### config.mk
export PLATFORM = sky130hd
export DESIGN_NAME = pergate_compute_gatefn_mp
export DESIGN_NICKNAME = d
export VERILOG_FILES = /design/src/rtl/pergate_compute_gatefn_mp_pkg.sv /design/src/rtl/computation_gatefn.sv /design/src/rtl/pergate_compute_gatefn_mp.sv
export SDC_FILE = /design/constraint.sdc
export NUM_CORES = 1
export LEC_CHECK = 0
export BUFFER_PORTS_ARGS = -buffer_cell sky130_fd_sc_hd__buf_2
export CORE_ASPECT_RATIO = 0.9
export CORE_UTILIZATION = 30
export DETAILED_ROUTE_END_ITERATION = 6
export GPL_TIMING_DRIVEN = 0
export MAX_ROUTING_LAYER = met4
export RECOVER_POWER = 50
export SETUP_SLACK_MARGIN = 0.3
export SYNTH_ARGS = -nofsm -noshare
export SYNTH_HDL_FRONTEND = slang
export SYNTH_HIERARCHICAL = 1
export SYNTH_SLANG_ARGS = --single-unit
export TNS_END_PERCENT = 10
### constraint.sdc
create_clock -name clk -period 3.2 [get_ports clk]
set_input_delay 0.16 -clock clk [delete_from_list [all_inputs] [get_ports clk]]
set_output_delay 0.16 -clock clk [all_outputs]
set_load 0.02 [all_outputs]
### src/rtl/pergate_compute_gatefn_mp_pkg.sv
// pergate_compute_gatefn_mp_pkg: shared field width, prime, gate-function codes and evaluator
package pergate_compute_gatefn_mp_pkg;
   localparam int F_NBITS = 16;
   localparam logic [F_NBITS-1:0] PRIME = 16'd65521;
   localparam int GATEFN_BITS = 1;
   localparam logic [GATEFN_BITS-1:0] GATEFN_ADD = 1'b0;
   localparam logic [GATEFN_BITS-1:0] GATEFN_MUL = 1'b1;
   localparam int UNIT_LAT = 2;
   function automatic logic [F_NBITS-1:0] gate_eval(input logic [GATEFN_BITS-1:0] fn, input logic [F_NBITS-1:0] a,
                                                    input logic [F_NBITS-1:0] b);
      logic [F_NBITS:0] s;
      logic [2*F_NBITS-1:0] m;
      s = {1'b0, a} + {1'b0, b};
      m = ({{F_NBITS{1'b0}}, a} * {{F_NBITS{1'b0}}, b}) % {{F_NBITS{1'b0}}, PRIME};
      return fn == GATEFN_MUL ? F_NBITS'(m) : (s >= {1'b0, PRIME} ? F_NBITS'(s - {1'b0, PRIME}) : s[F_NBITS-1:0]);
   endfunction
endpackage

### src/rtl/computation_gatefn.sv
// computation_gatefn: one field gate evaluation, result and ready UNIT_LAT cycles after en
module computation_gatefn
   import pergate_compute_gatefn_mp_pkg::*;
#(
   parameter logic [GATEFN_BITS-1:0] gate_fn = GATEFN_ADD
) (
   input  logic               clk,
   input  logic               rstb,
   input  logic               en,
   input  logic               mux_sel,
   input  logic [F_NBITS-1:0] in0,
   input  logic [F_NBITS-1:0] in1,
   output logic [F_NBITS-1:0] out,
   output logic               ready
);
   logic [1:0] cnt_q, cnt_d;
   logic [F_NBITS-1:0] a_q, a_d, b_q, b_d, out_q, out_d;
   // mux_sel=1 combines in0 with itself instead of with in1
   always_comb begin
      cnt_d = en ? 2'(UNIT_LAT) : cnt_q - {1'b0, |cnt_q};
      a_d = en ? in0 : a_q;
      b_d = en ? (mux_sel ? in0 : in1) : b_q;
      out_d = cnt_q == 2'd1 ? gate_eval(gate_fn, a_q, b_q) : out_q;
   end
   always_ff @(posedge clk or negedge rstb)
      if (!rstb) begin
         cnt_q <= '0;
         a_q <= '0;
         b_q <= '0;
         out_q <= '0;
      end else begin
         cnt_q <= cnt_d;
         a_q <= a_d;
         b_q <= b_d;
         out_q <= out_d;
      end
   assign out = out_q;
   assign ready = cnt_q == 2'd0;
endmodule

### src/rtl/pergate_compute_gatefn_mp.sv
// pergate_compute_gatefn_mp: evaluates NPTS gate points in rounds over NUNITS shared units
module pergate_compute_gatefn_mp
   import pergate_compute_gatefn_mp_pkg::*;
#(
   parameter logic [GATEFN_BITS-1:0] gate_fn = GATEFN_ADD,
   parameter int NPTS = 3,
   parameter int NUNITS = 1
) (
   input  logic                      clk,
   input  logic                      rstb,
   input  logic                      en,
   input  logic                      mux_sel,
   input  logic [F_NBITS*NPTS-1:0]   in0,
   input  logic [F_NBITS*NPTS-1:0]   in1,
   output logic                      ready,
   output logic                      ready_pulse,
   output logic [F_NBITS*NPTS-1:0]   gatefn
);
   localparam int R = (NPTS + NUNITS - 1) / NUNITS;
   localparam int RW = R > 1 ? $clog2(R) : 1;
   typedef enum logic [1:0] {IDLE, ISSUE, WAIT, DONE} state_t;
   state_t state_q, state_d;
   logic [RW-1:0] rnd_q, rnd_d;
   logic [F_NBITS*NPTS-1:0] op0_q, op0_d, op1_q, op1_d, gatefn_q, gatefn_d;
   logic sel_q, sel_d;
   logic [NUNITS-1:0] u_en, u_act, u_rdy;
   logic [NUNITS-1:0][F_NBITS-1:0] u_a, u_b, u_out;
   // unit k serves point rnd*NUNITS+k; units past the last point sit idle
   for (genvar k = 0; k < NUNITS; k++) begin : g_unit
      int p;
      assign p = int'(rnd_q) * NUNITS + k;
      assign u_act[k] = p < NPTS;
      assign u_a[k] = u_act[k] ? op0_q[p*F_NBITS +: F_NBITS] : '0;
      assign u_b[k] = u_act[k] ? op1_q[p*F_NBITS +: F_NBITS] : '0;
      computation_gatefn #(.gate_fn(gate_fn)) u_cg (
         .clk(clk),
         .rstb(rstb),
         .en(u_en[k]),
         .mux_sel(sel_q),
         .in0(u_a[k]),
         .in1(u_b[k]),
         .out(u_out[k]),
         .ready(u_rdy[k])
      );
   end
   always_comb begin
      state_d = state_q;
      rnd_d = rnd_q;
      op0_d = op0_q;
      op1_d = op1_q;
      sel_d = sel_q;
      gatefn_d = gatefn_q;
      u_en = '0;
      case (state_q)
         IDLE:
            if (en) begin
               op0_d = in0;
               op1_d = in1;
               sel_d = mux_sel;
               rnd_d = '0;
               state_d = ISSUE;
            end
         ISSUE: begin
            u_en = u_act;
            state_d = WAIT;
         end
         WAIT:
            if (&(u_rdy | ~u_act)) begin
               for (int k = 0; k < NUNITS; k++)
                  if (u_act[k]) gatefn_d[(int'(rnd_q)*NUNITS + k)*F_NBITS +: F_NBITS] = u_out[k];
               rnd_d = rnd_q + RW'(1);
               state_d = int'(rnd_q) == R - 1 ? DONE : ISSUE;
            end
         default: state_d = IDLE;
      endcase
   end
   always_ff @(posedge clk or negedge rstb)
      if (!rstb) begin
         state_q <= IDLE;
         rnd_q <= '0;
         op0_q <= '0;
         op1_q <= '0;
         sel_q <= 1'b0;
         gatefn_q <= '0;
      end else begin
         state_q <= state_d;
         rnd_q <= rnd_d;
         op0_q <= op0_d;
         op1_q <= op1_d;
         sel_q <= sel_d;
         gatefn_q <= gatefn_d;
      end
   assign ready = state_q == IDLE;
   assign ready_pulse = state_q == DONE;
   assign gatefn = gatefn_q;
endmodule

==> impl_metrics.tcl <==
set metrics [dict create \
    r2r_cells 12 \
    numCtsBuffers 17 \
    end_kind "register" \
    synth_async_sr_flop_share_pct 100 \
    worstMarginPinSlew_ns 1.64 \
    placed_cells_incl_taps 1520 \
    status "complete, but fails checks" \
    seqPwrFrac_pct 27.8 \
    crit_fanout 5 \
    ys_warn_count 6 \
    nNetsFinal 1320 \
    synth_compound_area_share_pct 12.7 \
    drtPass1Iterations 5 \
    cts.clk_slew.worst_paths_ns 0.07 \
    synthFlopType "dfrtp_1" \
    finalCriticalPeriod_ns 3.38 \
    ioPinCount 150 \
    seq_area_frac_synth_pct 48.2 \
    rsz0062_at_grt "true" \
    finalWorstSetupSlack_ns -0.177 \
    crit_arrival_ns 3.71 \
    cts_tree "built" \
    hpwl_um 20400 \
    path_class "register to register" \
    pwr-share-clk_pct 14.2 \
    grt_usage_pct 17.1 \
    fp.coreArea_mm2 0.0340 \
    max_cap_violations 1 \
    grt-ovfl-total 0 \
    finalHoldViolCount 0 \
    required_ns 3.54 \
    syn_inst 907 \
    power.share.combinational_pct 58.0 \
    ant_nets 0 \
    antenna_found_initial 0 \
    slew_headroom_pct -9.24 \
    whs_ns 0.260 \
    grt_max_degree 116 \
    yosysUniqueCellTypes 79 \
    p_sw_share_pct 43.5 \
    grt_first_pass_wirelength_um 44900 \
    timing.final.crit_share_pct 106 \
    regToRegSetupSlack_ns -0.18 \
    htree_levels 4 \
    diodes 0 \
    setup_violations 10 \
    cts-root-buf "clkbuf_16" \
    fmax_ghz 0.296 \
    grt_pass1_vias 8326 \
    crit_path_end "g_unit[0].u_cg/out[12]" \
    vias 8168 \
    setup_tns_ns -0.882 \
    synth_fa_ha_area_share_pct 3.22 \
    clock_skew_ns 0.0107 \
    synth_enable_flop_cells 0 \
    insertion_delay_ns 0.45 \
    synthMuxAreaShare_pct 17.9 \
    critPathLaunch "g_unit[0].u_cg/b_q[0]" \
    synth-seq-cells 199 \
    syn-num-nets 1033 \
    postPlaceCellArea_mm2 0.0117 \
    viasPerCell 4.90 \
    synth_xor_area_share_pct 1.16 \
    p_int_uw 8880 \
    start_util_pct 30.4 \
    failed_checks "capacitance limit, slew limit, setup timing" \
    cts_buffer_depth 2 \
    finalNonFillerCells 1668 \
    leakage_uw 0.00595 \
    area_delta_synth_final_pct 31.0 \
    peakVddDrop_v 0.000702 \
    final_cell_area_mm2 0.0135 \
    die_area_mm2 0.0352 \
    synth_top_family_by_area "multiplexers" \
    die_h_um 178 \
    rr_startpoint "g_unit[0].u_cg/b_q[0]" \
    drt_wl_total_um 28500 \
    drtIter0Drc 438 \
    r2r-end "g_unit[0].u_cg/out[12]" \
    slew_violations 115 \
    p_sw_uw 6830 \
    fp.dieW_um 198 \
    drc 0 \
    drive_gt1_share_pct 36.4 \
    gp_congestion 0.805 \
    synth-simple-area-share_pct 13.2 \
    rows 64 \
    port_buffers 149 \
    cts_sinks 199 \
    startpoint_type "register" \
    power.density_mw_per_mm2 1160 \
    syn_avg_cell_area_um2 11.4 \
    wire_per_inst_um 17.1 \
    final_core_util_pct 39.9 \
    synth_area_mm2 0.0103 \
    hold_class "input port to asynchronous set/reset pin" \
]
==> sequential cells by signal, indices dropped and copies added (netlist names) <==
| signal | flops |
|---|---|
| gatefn | 48 |
| op0_q | 48 |
| op1_q | 48 |
| g_unit.u_cg/a_q | 16 |
| g_unit.u_cg/b_q | 16 |
| g_unit.u_cg/out | 16 |
| g_unit.u_cg/cnt_q | 2 |
| rnd_q | 2 |
| state_q | 2 |
| sel_q | 1 |
==> repair_timing <==
item / 4_1_cts / 5_1_grt
setup buffers: 17 / 2
pin swaps: 16 / 10
hold buffers: 98 / 0
endpoints found under the hold margin: 221 / 0
setup endpoints to repair: 39 / 46
gates resized for setup: 24 / 18
==> final cells by class <==
cell class                      count  area [µm²]
Buffer                             64         359
Sequential cell                   199        4980
Inverter                            7        26.3
Clock buffer                       18         439
Timing Repair Buffer              268        1850
Fill cell                        3378       20400
Tap cell                          462         578
Clock inverter                     13         165
Multi-Input combinational cell    637        5140
==> how the worst min path moves through the flow <==
stage,endpoint,cells past startpoint,slack (ns),from
floorplan,g_unit[0].u_cg/a_q[0],0,-0.14,rstb
finish,op1_q[10],2,0.26,rstb
global placement,op1_q[13],2,0.39,in1[13]
detailed placement,op1_q[10],1,-0.02,rstb
CTS,op1_q[43],2,0.09,rstb
global route,op1_q[10],2,0.32,rstb
==> worst max-delay path, stage by stage (launching register included) <==
cell	delay (ns)
dfrtp_1	0.40
ha_2	0.21
fa_2	0.35
a21o_1	0.22
a221oi_4	0.32
xnor2_2	0.19
nand4_4	0.14
nor4_4	0.35
buf_4	0.19
a41oi_4	0.20
nor4_2	0.29
xnor2_1	0.12
mux2_4	0.28
==> metrics by stage <==
stage,total power [µW],setup slack [ns]
floorplan,10300,-0.0262
global placement,12200,-1.65
detailed placement,12400,-0.403
CTS,15500,-0.178
global route,16800,-0.312
finish,15700,-0.177
==> per-layer routing <==
| layer | vias to the layer above | wire length [µm] | global-route usage (%) |
|---|---|---|---|
| met5 | - | 0 | - |
| met1 | 4098 | 13300 | 22.6 |
| met2 | 164 | 13700 | 27.6 |
| met4 | 0 | 301 | 3.91 |
| li1 | 3886 | - | - |
| met3 | 20 | 1190 | 2.80 |
==> cell families after synthesis <==
logic type,count (synthesis)
compound gates,182
xor+xnor,12
fa+ha+maj,26
buf+inv,71
flops,199
mux,166
simple gates,251
==> power groups by stage <==
stage | Combinational [µW] | Sequential, µW | Clock, µW
finish | 9120 | 4370 | 2220
global route | 9920 | 4510 | 2390
CTS | 8890 | 4360 | 2280
detailed placement | 8020 | 4410 | 0
global placement | 7880 | 4360 | 0
floorplan | 6030 | 4270 | 0
==> cell usage in the layout, fill, tap and decap left out, types with 3 or more instances in the layout <==
cell,synthesis,routed
nand3_1,18,16
dlygate4sd3_1,0,98
a21bo_2,46,46
mux2_2,147,146
nand4_1,54,54
o21ai_1,4,8
nor4_2,2,3
and3_1,5,5
a21oi_2,1,3
inv_6,0,3
clkbuf_1,22,69
ha_1,25,24
clkbuf_2,2,4
nor2_1,34,34
a21oi_1,67,64
buf_4,7,22
o21ai_0,15,11
nor3_1,11,10
a31oi_1,8,7
a21o_1,6,6
inv_1,7,7
nand2_1,87,86
clkinvlp_4,0,3
dfrtp_1,199,198
xnor2_1,9,6
or3_1,3,3
o21bai_1,4,3
buf_2,25,123
clkbuf_16,0,17
mux2i_1,19,19
nand2_2,2,3
buf_6,5,10
xnor2_2,2,5
nor2b_1,5,5
==> cells in the mapped netlist (3+ instances only) <==
cell type	number	area, µm²
inv_1	7	26.3
a31oi_1	8	50.1
o311ai_0	3	26.3
nor2_1	34	128
ha_1	25	313
a21oi_1	67	335
buf_6	5	56.3
a211oi_1	3	22.5
nand4_1	54	338
buf_4	7	52.6
o21bai_1	4	30.0
xnor2_1	9	78.8
clkbuf_1	22	82.6
a21bo_2	46	460
mux2i_1	19	190
and3_1	5	31.3
dfrtp_1	199	4980
nand2_1	87	327
nor3_1	11	55.1
o21ai_1	4	20.0
nand3_1	18	90.1
or3_1	3	18.8
a21o_1	6	45.0
o21ai_0	15	75.1
buf_2	25	125
nor2b_1	5	31.3
mux2_2	147	1660
No activity file was read; power rests on OpenSTA's default activity.
